$ cat config.mk
export PLATFORM = sky130hd
export DESIGN_NAME = lsu_stage
export DESIGN_NICKNAME = d
export VERILOG_FILES = /design/src/rtl/lsu_stage_pkg.sv /design/src/rtl/lsu_align.sv /design/src/rtl/lsu_stage.sv
export SDC_FILE = /design/constraint.sdc
export NUM_CORES = 1
export LEC_CHECK = 0
export CAP_MARGIN = 20
export CORE_UTILIZATION = 49
export DETAILED_ROUTE_END_ITERATION = 10
export PLACE_DENSITY = 0.81
export SYNTH_ARGS = -nofsm -noshare
export SYNTH_HDL_FRONTEND = slang
export SYNTH_HIERARCHICAL = 1
export SYNTH_SLANG_ARGS = --single-unit
$ cat constraint.sdc
create_clock -name clk_i -period 3.1 [get_ports clk_i]
set_input_delay 0.62 -clock clk_i [delete_from_list [all_inputs] [get_ports clk_i]]
set_output_delay 0.62 -clock clk_i [all_outputs]
set_load 0.02 [all_outputs]
$ cat src/rtl/lsu_stage_pkg.sv
// Shared types and helpers for the load/store unit stage.
package lsu_stage_pkg;

    typedef enum logic [1:0] {
        LSU_W = 2'd0,
        LSU_H = 2'd1,
        LSU_B = 2'd2
    } lsu_type;

    typedef enum logic [1:0] {
        LSU_IDLE        = 2'd0,
        LSU_REQ         = 2'd1,
        LSU_WAIT_RVALID = 2'd2
    } lsu_state;

    // Halfwords need an even address, words a 4-byte aligned one.
    function automatic logic isMisaligned(input lsu_type lsuType, input logic [1:0] addrLo);
        logic misaligned;
        misaligned = 1'b0;
        case (lsuType)
            LSU_H:   misaligned = addrLo[0];
            LSU_W:   misaligned = (addrLo != 2'b00);
            default: misaligned = 1'b0;
        endcase
        return misaligned;
    endfunction

endpackage

$ cat src/rtl/lsu_align.sv
// Byte-lane steering: store byte enables and replication, load extraction and extension.
module lsu_align
    import lsu_stage_pkg::*;
(
    input  lsu_type     i_type,
    input  logic        i_signExt,
    input  logic [1:0]  i_addrLo,
    input  logic [31:0] i_wdata,
    input  logic [31:0] i_rdata,
    output logic [3:0]  o_be,
    output logic [31:0] o_wdata,
    output logic [31:0] o_rdata
);

    logic [31:0] w_shifted;

    always_comb begin
        w_shifted = i_rdata >> {i_addrLo, 3'b000};
        o_be      = 4'b1111;
        o_wdata   = i_wdata;
        o_rdata   = w_shifted;
        case (i_type)
            LSU_H: begin
                o_be    = 4'b0011 << i_addrLo;
                o_wdata = {2{i_wdata[15:0]}};
                o_rdata = {{16{i_signExt & w_shifted[15]}}, w_shifted[15:0]};
            end
            LSU_B: begin
                o_be    = 4'b0001 << i_addrLo;
                o_wdata = {4{i_wdata[7:0]}};
                o_rdata = {{24{i_signExt & w_shifted[7]}}, w_shifted[7:0]};
            end
            default: begin
                o_be    = 4'b1111;
                o_wdata = i_wdata;
                o_rdata = w_shifted;
            end
        endcase
    end

endmodule

$ cat src/rtl/lsu_stage.sv
// Load/store stage: captures one issued memory op, runs the gnt/rvalid bus handshake,
// and returns an aligned, extended load result with done/err completion pulses.
module lsu_stage
    import lsu_stage_pkg::*;
#(
    parameter int unsigned RVALID_TIMEOUT = 255
) (
    input  logic        clk_i,
    input  logic        rst_i,
    input  logic        req_i,
    output logic        ready_o,
    input  logic        data_we_i,
    input  lsu_type     lsu_type_i,
    input  logic        lsu_sign_ext_i,
    input  logic [31:0] lsu_addr_i,
    input  logic [31:0] lsu_wdata_i,
    input  logic [4:0]  rf_waddr_i,
    output logic        data_req_o,
    input  logic        data_gnt_i,
    input  logic        data_rvalid_i,
    input  logic        data_err_i,
    output logic [31:0] data_addr_o,
    output logic        data_we_o,
    output logic [3:0]  data_be_o,
    output logic [31:0] data_wdata_o,
    input  logic [31:0] data_rdata_i,
    output logic [31:0] rf_wdata_o,
    output logic [4:0]  rf_waddr_o,
    output logic        rf_we_o,
    output logic        done_o,
    output logic        err_o
);

    lsu_state    r_state;
    lsu_state    w_stateNext;
    lsu_type     r_type;
    logic        r_signExt;
    logic [1:0]  r_addrLo;
    logic [4:0]  r_waddr;
    logic [31:0] r_wdog;

    logic        r_dataReq;
    logic        r_dataWe;
    logic [31:0] r_dataAddr;
    logic [3:0]  r_dataBe;
    logic [31:0] r_dataWdata;
    logic [31:0] r_rfWdata;
    logic [4:0]  r_rfWaddr;
    logic        r_rfWe;
    logic        r_done;
    logic        r_err;

    logic        w_accept;
    logic        w_misaligned;
    logic        w_complete;
    logic        w_timeout;
    lsu_type     w_alignType;
    logic        w_alignSign;
    logic [1:0]  w_alignAddrLo;
    logic [3:0]  w_be;
    logic [31:0] w_wdataRep;
    logic [31:0] w_rdataExt;

    assign ready_o      = (r_state == LSU_IDLE);
    assign w_accept     = req_i & ready_o;
    assign w_misaligned = isMisaligned(lsu_type_i, lsu_addr_i[1:0]);

    // While idle the aligner steers the incoming op; afterwards it decodes the captured one.
    assign w_alignType   = (r_state == LSU_IDLE) ? lsu_type_i       : r_type;
    assign w_alignSign   = (r_state == LSU_IDLE) ? lsu_sign_ext_i   : r_signExt;
    assign w_alignAddrLo = (r_state == LSU_IDLE) ? lsu_addr_i[1:0]  : r_addrLo;

    lsu_align u_align (
        .i_type    (w_alignType),
        .i_signExt (w_alignSign),
        .i_addrLo  (w_alignAddrLo),
        .i_wdata   (lsu_wdata_i),
        .i_rdata   (data_rdata_i),
        .o_be      (w_be),
        .o_wdata   (w_wdataRep),
        .o_rdata   (w_rdataExt)
    );

    always_ff @(posedge clk_i) begin
        if (rst_i) begin
            r_state <= LSU_IDLE;
        end else begin
            r_state <= w_stateNext;
        end
    end

    always_comb begin
        w_stateNext = r_state;
        w_complete  = 1'b0;
        w_timeout   = 1'b0;
        case (r_state)
            LSU_IDLE: begin
                if (w_accept && !w_misaligned) begin
                    w_stateNext = LSU_REQ;
                end
            end
            LSU_REQ: begin
                if (data_gnt_i) begin
                    w_stateNext = LSU_WAIT_RVALID;
                end
            end
            LSU_WAIT_RVALID: begin
                if (data_rvalid_i) begin
                    w_stateNext = LSU_IDLE;
                    w_complete  = 1'b1;
                end else if ((RVALID_TIMEOUT != 0) && ((r_wdog + 32'd1) == RVALID_TIMEOUT)) begin
                    w_stateNext = LSU_IDLE;
                    w_timeout   = 1'b1;
                end
            end
            default: begin
                w_stateNext = LSU_IDLE;
            end
        endcase
    end

    always_ff @(posedge clk_i) begin
        if (rst_i) begin
            r_type      <= LSU_W;
            r_signExt   <= 1'b0;
            r_addrLo    <= 2'b00;
            r_waddr     <= 5'd0;
            r_wdog      <= 32'd0;
            r_dataReq   <= 1'b0;
            r_dataWe    <= 1'b0;
            r_dataAddr  <= 32'd0;
            r_dataBe    <= 4'd0;
            r_dataWdata <= 32'd0;
            r_rfWdata   <= 32'd0;
            r_rfWaddr   <= 5'd0;
            r_rfWe      <= 1'b0;
            r_done      <= 1'b0;
            r_err       <= 1'b0;
        end else begin
            r_rfWe <= 1'b0;
            r_done <= 1'b0;
            r_err  <= 1'b0;

            if (w_accept) begin
                r_type      <= lsu_type_i;
                r_signExt   <= lsu_sign_ext_i;
                r_addrLo    <= lsu_addr_i[1:0];
                r_waddr     <= rf_waddr_i;
                r_dataWe    <= data_we_i;
                r_dataAddr  <= {lsu_addr_i[31:2], 2'b00};
                r_dataBe    <= w_be;
                r_dataWdata <= w_wdataRep;
                if (w_misaligned) begin
                    r_done <= 1'b1;
                    r_err  <= 1'b1;
                end else begin
                    r_dataReq <= 1'b1;
                end
            end

            if ((r_state == LSU_REQ) && data_gnt_i) begin
                r_dataReq <= 1'b0;
                r_wdog    <= 32'd0;
            end

            if (r_state == LSU_WAIT_RVALID) begin
                r_wdog <= r_wdog + 32'd1;
            end

            // Loads always refresh the result registers; the write strobe is suppressed on error or x0.
            if (w_complete) begin
                r_done <= 1'b1;
                r_err  <= data_err_i;
                if (!r_dataWe) begin
                    r_rfWdata <= w_rdataExt;
                    r_rfWaddr <= r_waddr;
                    r_rfWe    <= !data_err_i && (r_waddr != 5'd0);
                end
            end

            if (w_timeout) begin
                r_done <= 1'b1;
                r_err  <= 1'b1;
            end
        end
    end

    assign data_req_o   = r_dataReq;
    assign data_we_o    = r_dataWe;
    assign data_addr_o  = r_dataAddr;
    assign data_be_o    = r_dataBe;
    assign data_wdata_o = r_dataWdata;
    assign rf_wdata_o   = r_rfWdata;
    assign rf_waddr_o   = r_rfWaddr;
    assign rf_we_o      = r_rfWe;
    assign done_o       = r_done;
    assign err_o        = r_err;

endmodule

# --- Word level (Yosys, flattened, before mapping) ---
# Cells that the tools add are included.
word_totals:
  inputBits: 111
  reg_bits: 152
  word_cells: 75
classes:
  shift: 3
  mux: 25
  n_reduce_logical: 15
  bitwise: 6
  addsub: 1
  n_eq_ne: 9
op_table:
  columns: ["op", "count"]
  rows:
  - ["32-bit case mux with 2 select lines", 2]
  - ["32-bit 2-to-1 mux", 2]
  - ["32-bit by 1-bit adder with 32-bit output, second input constant", 1]
  - ["32-bit by 8-bit equality test with 1-bit output, second input constant", 1]
  - ["32-bit by 5-bit right shift with 32-bit output", 1]
  - ["1-bit 2-to-1 mux", 12]
  - ["2-bit 2-to-1 mux", 6]
  - ["4-bit case mux with 2 select lines", 1]
  - ["2-bit by 1-bit equality test with 1-bit output, second input constant", 3]
  - ["2-bit case mux with 3 select lines", 1]
  - ["5-bit nonzero test", 1]
  - ["2-bit equality test, second input constant", 2]
  - ["2-bit zero test", 2]
  - ["2-bit AND reduction", 2]
  - ["2-bit nonzero test", 2]
  - ["1-bit by 2-bit << shifter with 4-bit output, first input constant", 1]
  - ["2-bit by 2-bit << shifter with 4-bit output, first input constant", 1]
  - ["1-bit bitwise AND", 3]
  - ["1-bit logical AND", 3]
  - ["3-bit inequality test, second input constant", 1]
  - ["1-bit inverter", 3]
  - ["3-bit AND reduction", 1]
  - ["3-bit OR reduction", 1]
  - ["1-bit zero test", 2]
  - ["4 further kinds", 4]

# --- Depth between registers and ports, before layout ---
# Gate-level depths: netlist of the first run.
depth:
  word_depth: 6
  ltp_mapped: 11

# --- Cells and area by module ---
# Netlist of the first run, hierarchy kept.
modules_own_cells:
  columns: ["mod", "cells_each", "area_each_um2", "n_inst"]
  rows:
  - ["lsu_stage", 899, 6836.6, 1]
  - ["lsu_align", 193, 1277.5, 1]

# --- Least setup slack after synthesis of the first run ---
# OpenSTA, ideal clock, no wires.
synth_timing:
  kind: "flip-flop to flip-flop"
  startpoint: "reg r_state[1]"
  endpoint: "reg r_rfWdata[31], in the netlist rf_wdata_o[31]"
  arrival_ps: 2554
  synth_period_minus_slack_ps: 2624
  path_slack_ps: 476
  n_path_buf: 2
  stages_incl_launch_ff: 11
  cell_sequence: "dfxtp_1 -> nor2_1 -> mux2_2 -> ha_1 -> nor2b_1 -> clkbuf_1 -> nand3_4 -> buf_6 -> o211ai_1 -> nand2_1 -> a21oi_1"
synth_via:
  word_cells_on_any_way: 13
  classes_between: "eq/ne (3); shift (1); mux (5); bitwise (2); reduce/logical (2)"
synth_rtl:
  columns: ["item", "line_no", "source"]
  rows:
  - ["start: declaration", "lsu_stage.sv:34", "lsu_state r_state;"]
  - ["start signal: assignment", "lsu_stage.sv:88", "r_state <= w_stateNext;"]
  - ["2-bit zero test *", null, null]
  - ["named net ready_o", "lsu_stage.sv:11", "output logic ready_o,"]
  - ["2-bit 2-to-1 mux *", "lsu_stage.sv:69", "assign w_alignType = (r_state == LSU_IDLE) ? lsu_type_i : r_type;"]
  - ["named net w_alignType[1]", "lsu_stage.sv:57", "lsu_type w_alignType;"]
  - ["2-bit equality test or 2-bit by 1-bit equality test with 1-bit output (tied branches)", "lsu_align.sv:22", "case (i_type)"]
  - ["32-bit case mux with 2 select lines *", "lsu_align.sv:22", null]
  - ["named net w_rdataExt[31]", "lsu_stage.sv:62", "logic [31:0] w_rdataExt;"]
  - ["end signal: assignment", "lsu_stage.sv:175", "r_rfWdata <= w_rdataExt;"]
  - ["end: declaration", "lsu_stage.sv:47", "logic [31:0] r_rfWdata;"]
# The timed path passes the listed nets; every way through them passes the cells marked *.
# A chain may end at the register's enable or synchronous reset.

# --- Worst setup path in the final report of the first run ---
layout_timing:
  startpoint: "reg r_wdog[0]"
  endpoint: "reg r_state[1]"
layout_via:
  elab_chain_len: 4
layout_rtl:
  columns: ["item", "line_no", "source"]
  rows:
  - ["start: declaration", "lsu_stage.sv:40", "logic [31:0] r_wdog;"]
  - ["start signal: assignment", "lsu_stage.sv:167", "r_wdog <= r_wdog + 32'd1;"]
  - ["32-bit by 1-bit adder with 32-bit output", "lsu_stage.sv:111", "end else if ((RVALID_TIMEOUT != 0) && ((r_wdog + 32'd1) == RVALID_TIMEOUT)) begin"]
  - ["32-bit by 8-bit equality test with 1-bit output", "lsu_stage.sv:111", null]
  - ["3-bit inequality test (no line)", null, null]
  - ["3-bit AND reduction (no line)", null, null]
# No other way between the ends.

==> results of run 1 <==
[layout make-up]
type	instances	area [sq um]
fill	1416	5240
multi-input combinational	829	4470
sequential	152	3040
timing repair buffer	243	2390
clock buffer	21	450
tap	216	270
clock inverter	11	114
inverter	6	22.5
[worst max path at each step]
stage / end / slack [ps] / cells after the start
2_1_floorplan: rf_wdata_o[31]$_SDFFE_PP0P_ / 480 / 10
3_3_place_gp: rf_wdata_o[23]$_SDFFE_PP0P_ / 300 / 8
3_5_place_dp: rf_wdata_o[12]$_SDFFE_PP0P_ / 210 / 8
4_1_cts: r_state[1]$_SDFFE_PP0P_ / 410 / 9
5_1_grt: r_state[1]$_SDFFE_PP0P_ / 170 / 9
6_report: r_state[1]$_SDFFE_PP0P_ / 400 / 9
[worst max-delay path, stage by stage (launching register included)]
cell and delay, ps:
dfxtp_1 430, ha_1 280, nand3_2 100, or3_1 310
a2111oi_0 440, buf_4 210, nand4_1 100, a2111oi_2 400
nand3_1 140, a22o_1 200
[stage by stage]
step	area [sq um]	cells	total power (W)	worst slack, ps	hold slack, ps
after global routing	10800	1478	0.00536	172	478
after global placement	10200	1446	0.00315	299	440
after floorplan	8120	1093	0.00273	476	434
after detailed placement	10200	1446	0.00316	207	446
after CTS	10800	1478	0.00518	414	455
final	10800	1478	0.00515	398	453
[synth_stat cells, drive strengths merged, types with 2 or more instances]
cell type / n / share of area
clkbuf: 74 / 0.045
or2b: 2 / 0.0020
xnor2: 7 / 0.0076
and3: 5 / 0.0040
and4: 6 / 0.0066
buf: 32 / 0.028
nand2: 320 / 0.15
ha: 4 / 0.0062
o21bai: 4 / 0.0037
inv: 5 / 0.0023
o31a: 2 / 0.0023
nor3: 14 / 0.0086
a22o: 9 / 0.0097
o211ai: 18 / 0.019
a22oi: 16 / 0.015
mux2i: 9 / 0.011
nor4: 17 / 0.017
dfxtp: 152 / 0.38
nor2b: 7 / 0.0054
or3: 10 / 0.0085
nor2: 49 / 0.023
nand2b: 2 / 0.0015
a31oi: 7 / 0.0054
nand4b: 2 / 0.0022
mux2: 20 / 0.028
a2111oi: 3 / 0.0048
a21oi: 150 / 0.094
o21ai: 59 / 0.036
xor2: 3 / 0.0032
nor3b: 2 / 0.0025
nand4: 21 / 0.016
nand3: 21 / 0.017
nand3b: 2 / 0.0018
a311oi: 5 / 0.0054
or2: 6 / 0.0046
o31ai: 3 / 0.0045
a211oi: 3 / 0.0028
or4: 8 / 0.0082
[sequential cells by signal, summed over array words and instances (netlist names)]
register      count
rf_we_o           1
r_waddr           5
r_addrLo          2
r_wdog           32
err_o             1
done_o            1
r_type            2
data_be_o         4
data_we_o         1
r_state           2
rf_wdata_o       32
data_addr_o      30
rf_waddr_o        5
data_wdata_o     32
data_req_o        1
r_signExt         1
[cell families after synthesis]
logic type | Yosys count
buffers and inverters | 112
multiplexers | 30
adder cells (fa/ha/maj) | 4
XOR/XNOR | 10
AND/OR/NAND/NOR | 499
other | 1
AO/OA/AOI/OAI | 284
flip-flops | 152
[layer usage]
layer  up-vias  global-route usage  part of all wire
li1       4090                   -                 -
met1      3953               0.368              0.42
met2       358               0.481              0.46
met3        46               0.103             0.097
met4         0               0.102             0.020
met5         -                   0                 0
[report_power, final]
group | switching [W] | total [W] | internal (W)
combinational | 0.000577 | 0.00105 | 0.000470
sequential | 0.0000483 | 0.00209 | 0.00204
clock | 0.000876 | 0.00202 | 0.00114
==> results.yml, run 1 <==
outcome:
  status: "completed"
global_routing:
  grt_usage: 0.298
  grt_max_degree: 78
  overflow: 0
  grt_pass1_wl_mm: 39.7
  grt_pass1_vias: 7856
  antenna_found_initial: 0
clock_tree:
  path_clk_slew_ps: 70
  h-tree-depth: 4
  root_buffer: "clkbuf_16"
  clock_sinks: 152
  tritoncts: "done"
  clk_latency_ps: 430
  cts_hold_buf: 0
  clockBufferDepth: 2
  postCtsResizedCells: 0
  post-cts-setup-buffers: 0
  numCtsBuffers: 17
worst_setup_path:
  criticalPathCategory: "reg -> reg"
  required_ps: 3420
  timing.rr.end: "r_state[1]$_SDFFE_PP0P_"
  critPathLaunchType: "register"
  crit_start: "r_wdog[0]$_SDFFE_PP0P_"
  end_kind: "register"
  r2r_start: "r_wdog[0]$_SDFFE_PP0P_"
  r2r_slack_ps: 400
  ff2ff_path_depth: 9
  critPathArrivalTime_ps: 3030
  path_max_fanout: 7
floorplanning:
  fp.dieW_um: 131
  start_util: 0.507
  ios: 222
  rows: 46
  coreArea_sq_um: 16000
  dieHeight_um: 131
  dieArea_sq_um: 17100
timing:
  worst_pin_slew_ps: 796
  rsz0062_at_grt: "false"
  slew_violations: 0
  min_period_ps: 2700
  clock_skew_ps: 10.9
  timing.slew.headroom: 0.469
  fin_crit_sh: 0.872
  hold_viol: 0
  clock.fmax_mhz: 370
  tns_ps: 0
  setup_violations: 0
flow_run:
  drv_cap: 0
worst_hold_path:
  hp-class: "reg -> reg"
  min_delay_path_depth: 2
  hold_start: "data_addr_o[29]$_SDFFE_PP0P_"
  whs_endpoint: "data_addr_o[29]$_SDFFE_PP0P_"
logic_synthesis:
  postSynthAreaPerCell_sq_um: 7.43
  ys_seq_elements: 152
  yosys_most_used_dff: "dfxtp_1"
  synth_adder_area_share: 0.00617
  syn_area_sq_um: 8110
  yosys.area_share.xor_xnor: 0.0108
  yosysWarningCount: 6
  synth_edf_count: 0
  syn_inst: 1092
  synth_compound_area_frac: 0.208
  muxShareOfSynthArea: 0.0416
  yosys.cell_types.count: 74
  yosys.area_share.simple: 0.283
  synth_top_family_by_area: "simple AND/OR/NAND/NOR gates"
  synthArstFlopShare: 0
  ys_seq_area_frac: 0.375
finish:
  final_util: 0.673
  mostFrequentLayoutCell: "nand2_1"
  final_cell_mix: "318 x nand2_1, 218 x clkdlybuf4s50_1, 152 x dfxtp_1"
  layout-drive-gt1-share: 0.0887
  antenna_cells: 0
  area.growth.synth_to_final_pct: 32.6
  fin_nets: 1364
power_and_ir_drop:
  p_leak_nw: 3.79
  vdd_drop_max_uv: 387
  cellPowerDensity_nw_per_um2: 479
route:
  drtIter0Drc: 631
  vias_per_cell: 5.72
  vias: 8447
  drcViolationCount: 0
  dr.pass1.iters: 5
  wl_mm: 24.9
  wl_per_cell_um: 16.8
  ant_nets: 0
placed_design:
  dpl.hpwl_mm: 17.4
  portBuffers: 219
  gp_congestion: 0.937
Power figures use the tool's default switching activity.
==> run 2, diff against run 1 <==
==> constraint.sdc (replaced) <==
create_clock -name clk_i -period 3.1 [get_ports clk_i]
set_input_delay 0.93 -clock clk_i [delete_from_list [all_inputs] [get_ports clk_i]]
set_output_delay 0.93 -clock clk_i [all_outputs]
set_load 0.02 [all_outputs]
==> run 2 against run 1 <==
Die area unchanged. Fmax is 6.2% lower. Total power up 4.9%. Clock power rose by 11%.
==> results.yml, run 2 (synthesized netlist as in run 1, its figures left out) <==
outcome:
  status: "completed"
placed_design:
  dpl.hpwl_mm: 17.8
  gp_congestion: 0.939
  portBuffers: 219
  placed_cells: 1452
clock_tree:
  tritoncts: "done"
  path_clk_slew_ps: 70
  clockBufferDepth: 2
  h-tree-depth: 4
  cts_hold_buf: 0
  clk_latency_ps: 430
  postCtsResizedCells: 0
  root_buffer: "clkbuf_16"
  post-cts-setup-buffers: 0
  clock_sinks: 152
  numCtsBuffers: 17
route:
  drcViolationCount: 0
  vias: 8497
  drtIter0Drc: 734
  dr.pass1.iters: 5
  ant_nets: 0
  vias_per_cell: 5.73
  wl_per_cell_um: 17.3
  wl_mm: 25.7
timing:
  timing.slew.headroom: 0.474
  clock_skew_ps: 11.1
  worst_pin_slew_ps: 789
  fin_crit_sh: 0.929
  clock.fmax_mhz: 347
  slew_violations: 0
  rsz0062_at_grt: "false"
  hold_viol: 0
  setup_violations: 0
  min_period_ps: 2880
power_and_ir_drop:
  p_leak_nw: 3.86
  finalPower_w: 0.00541
  cellPowerDensity_nw_per_um2: 496
  vdd_drop_max_uv: 433
floorplanning:
  ios: 222
  rows: 46
  dieHeight_um: 131
  fp.dieW_um: 131
  coreArea_sq_um: 16000
  dieArea_sq_um: 17100
  start_util: 0.507
global_routing:
  grt_pass1_wl_mm: 40.2
  overflow: 0
  grt.busiest_layer: "met2"
  grt_usage: 0.302
  grtUsageMet3: 0.0888
  met1_usage: 0.375
  grt_pass1_vias: 8015
  grt_max_degree: 78
  use_met2: 0.495
  antenna_found_initial: 0
finish:
  final_cell_mix: "318 x nand2_1, 218 x clkdlybuf4s50_1, 152 x dfxtp_1"
  antenna_cells: 0
  layout-drive-gt1-share: 0.0938
  fin_nets: 1370
  area.growth.synth_to_final_pct: 34.3
  final_cell_count_no_fill: 1484
  mostFrequentLayoutCell: "nand2_1"
worst_setup_path:
  required_ps: 3460
  critPathLaunchType: "input port"
  r2r_start: "r_wdog[4]$_SDFFE_PP0P_"
  criticalPathCategory: "in -> reg"
  critPathArrivalTime_ps: 3240
  crit_start: "lsu_type_i[1]"
  path_max_fanout: 11
  end_kind: "register"
worst_hold_path:
  hold_start: "data_wdata_o[8]$_SDFFE_PP0P_"
  hp-class: "reg -> reg"
flow_run:
  drv_cap: 0
-- run 2: cell count changes in the layout (fill, tap and decap cells not counted), moves of 2 or more --
cell,before,now
buf_4,23,27
clkinv_4,5,1
bufinv_16,1,4
buf_12,2,4
clkinv_2,1,3
inv_6,4,2
-- run 2: cell type report --
class                   instances  area, sq um
inverters                       6         22.5
well taps                     216          270
repair buffers                249         2460
clock buffers                  21          460
multi-input cells             829         4470
fillers                      1365         5100
flip-flops and latches        152         3040
clock inverters                11          169
-- run 2: per-layer routing --
| metal | part of all wire | vias up |
|---|---|---|
| li1 | - | 4096 |
| met1 | 0.42 | 3998 |
| met2 | 0.47 | 366 |
| met3 | 0.086 | 37 |
| met4 | 0.018 | 0 |
| met5 | 0 | - |
-- run 2: stage by stage --
step                instance area (sq um)  hold slack (ps)  utilization  setup slack (ps)  TNS (ps)
floorplan                            8120              434            -               476         0
global route                        10900              472        0.681              77.3         0
finish                              10900              453        0.681               220         0
CTS                                 10900              454        0.681               294         0
global placement                    10300              440        0.642              11.7         0
detailed placement                  10300              446        0.642             -90.0      -862
-- run 2: critical path, cell delays in order --
cell and delay [ps]:
clkdlybuf4s50_1 440, mux2_2 300, ha_1 490, nor2b_1 580, nand2_1 150, o211ai_1 130
nand2_1 80, a21oi_1 140
-- run 2: where the power goes --
part / leakage, nW / internal [W] / switching [W] / total [W]
clock: 0.308 / 0.00139 / 0.000854 / 0.00225
combinational: 2.32 / 0.000486 / 0.000587 / 0.00107
sequential: 1.24 / 0.00204 / 0.0000467 / 0.00209
total: 3.86 / 0.00392 / 0.00149 / 0.00541
-- run 2: worst paths after layout --
kind,endpoint,slack (ps),cells past startpoint
hold reg to reg,data_wdata_o[8]$_SDFFE_PP0P_,450,2
setup reg to reg,r_state[1]$_SDFFE_PP0P_,250,8
hold / removal,data_wdata_o[8]$_SDFFE_PP0P_,450,2
setup / recovery,rf_wdata_o[17]$_SDFFE_PP0P_,220,8
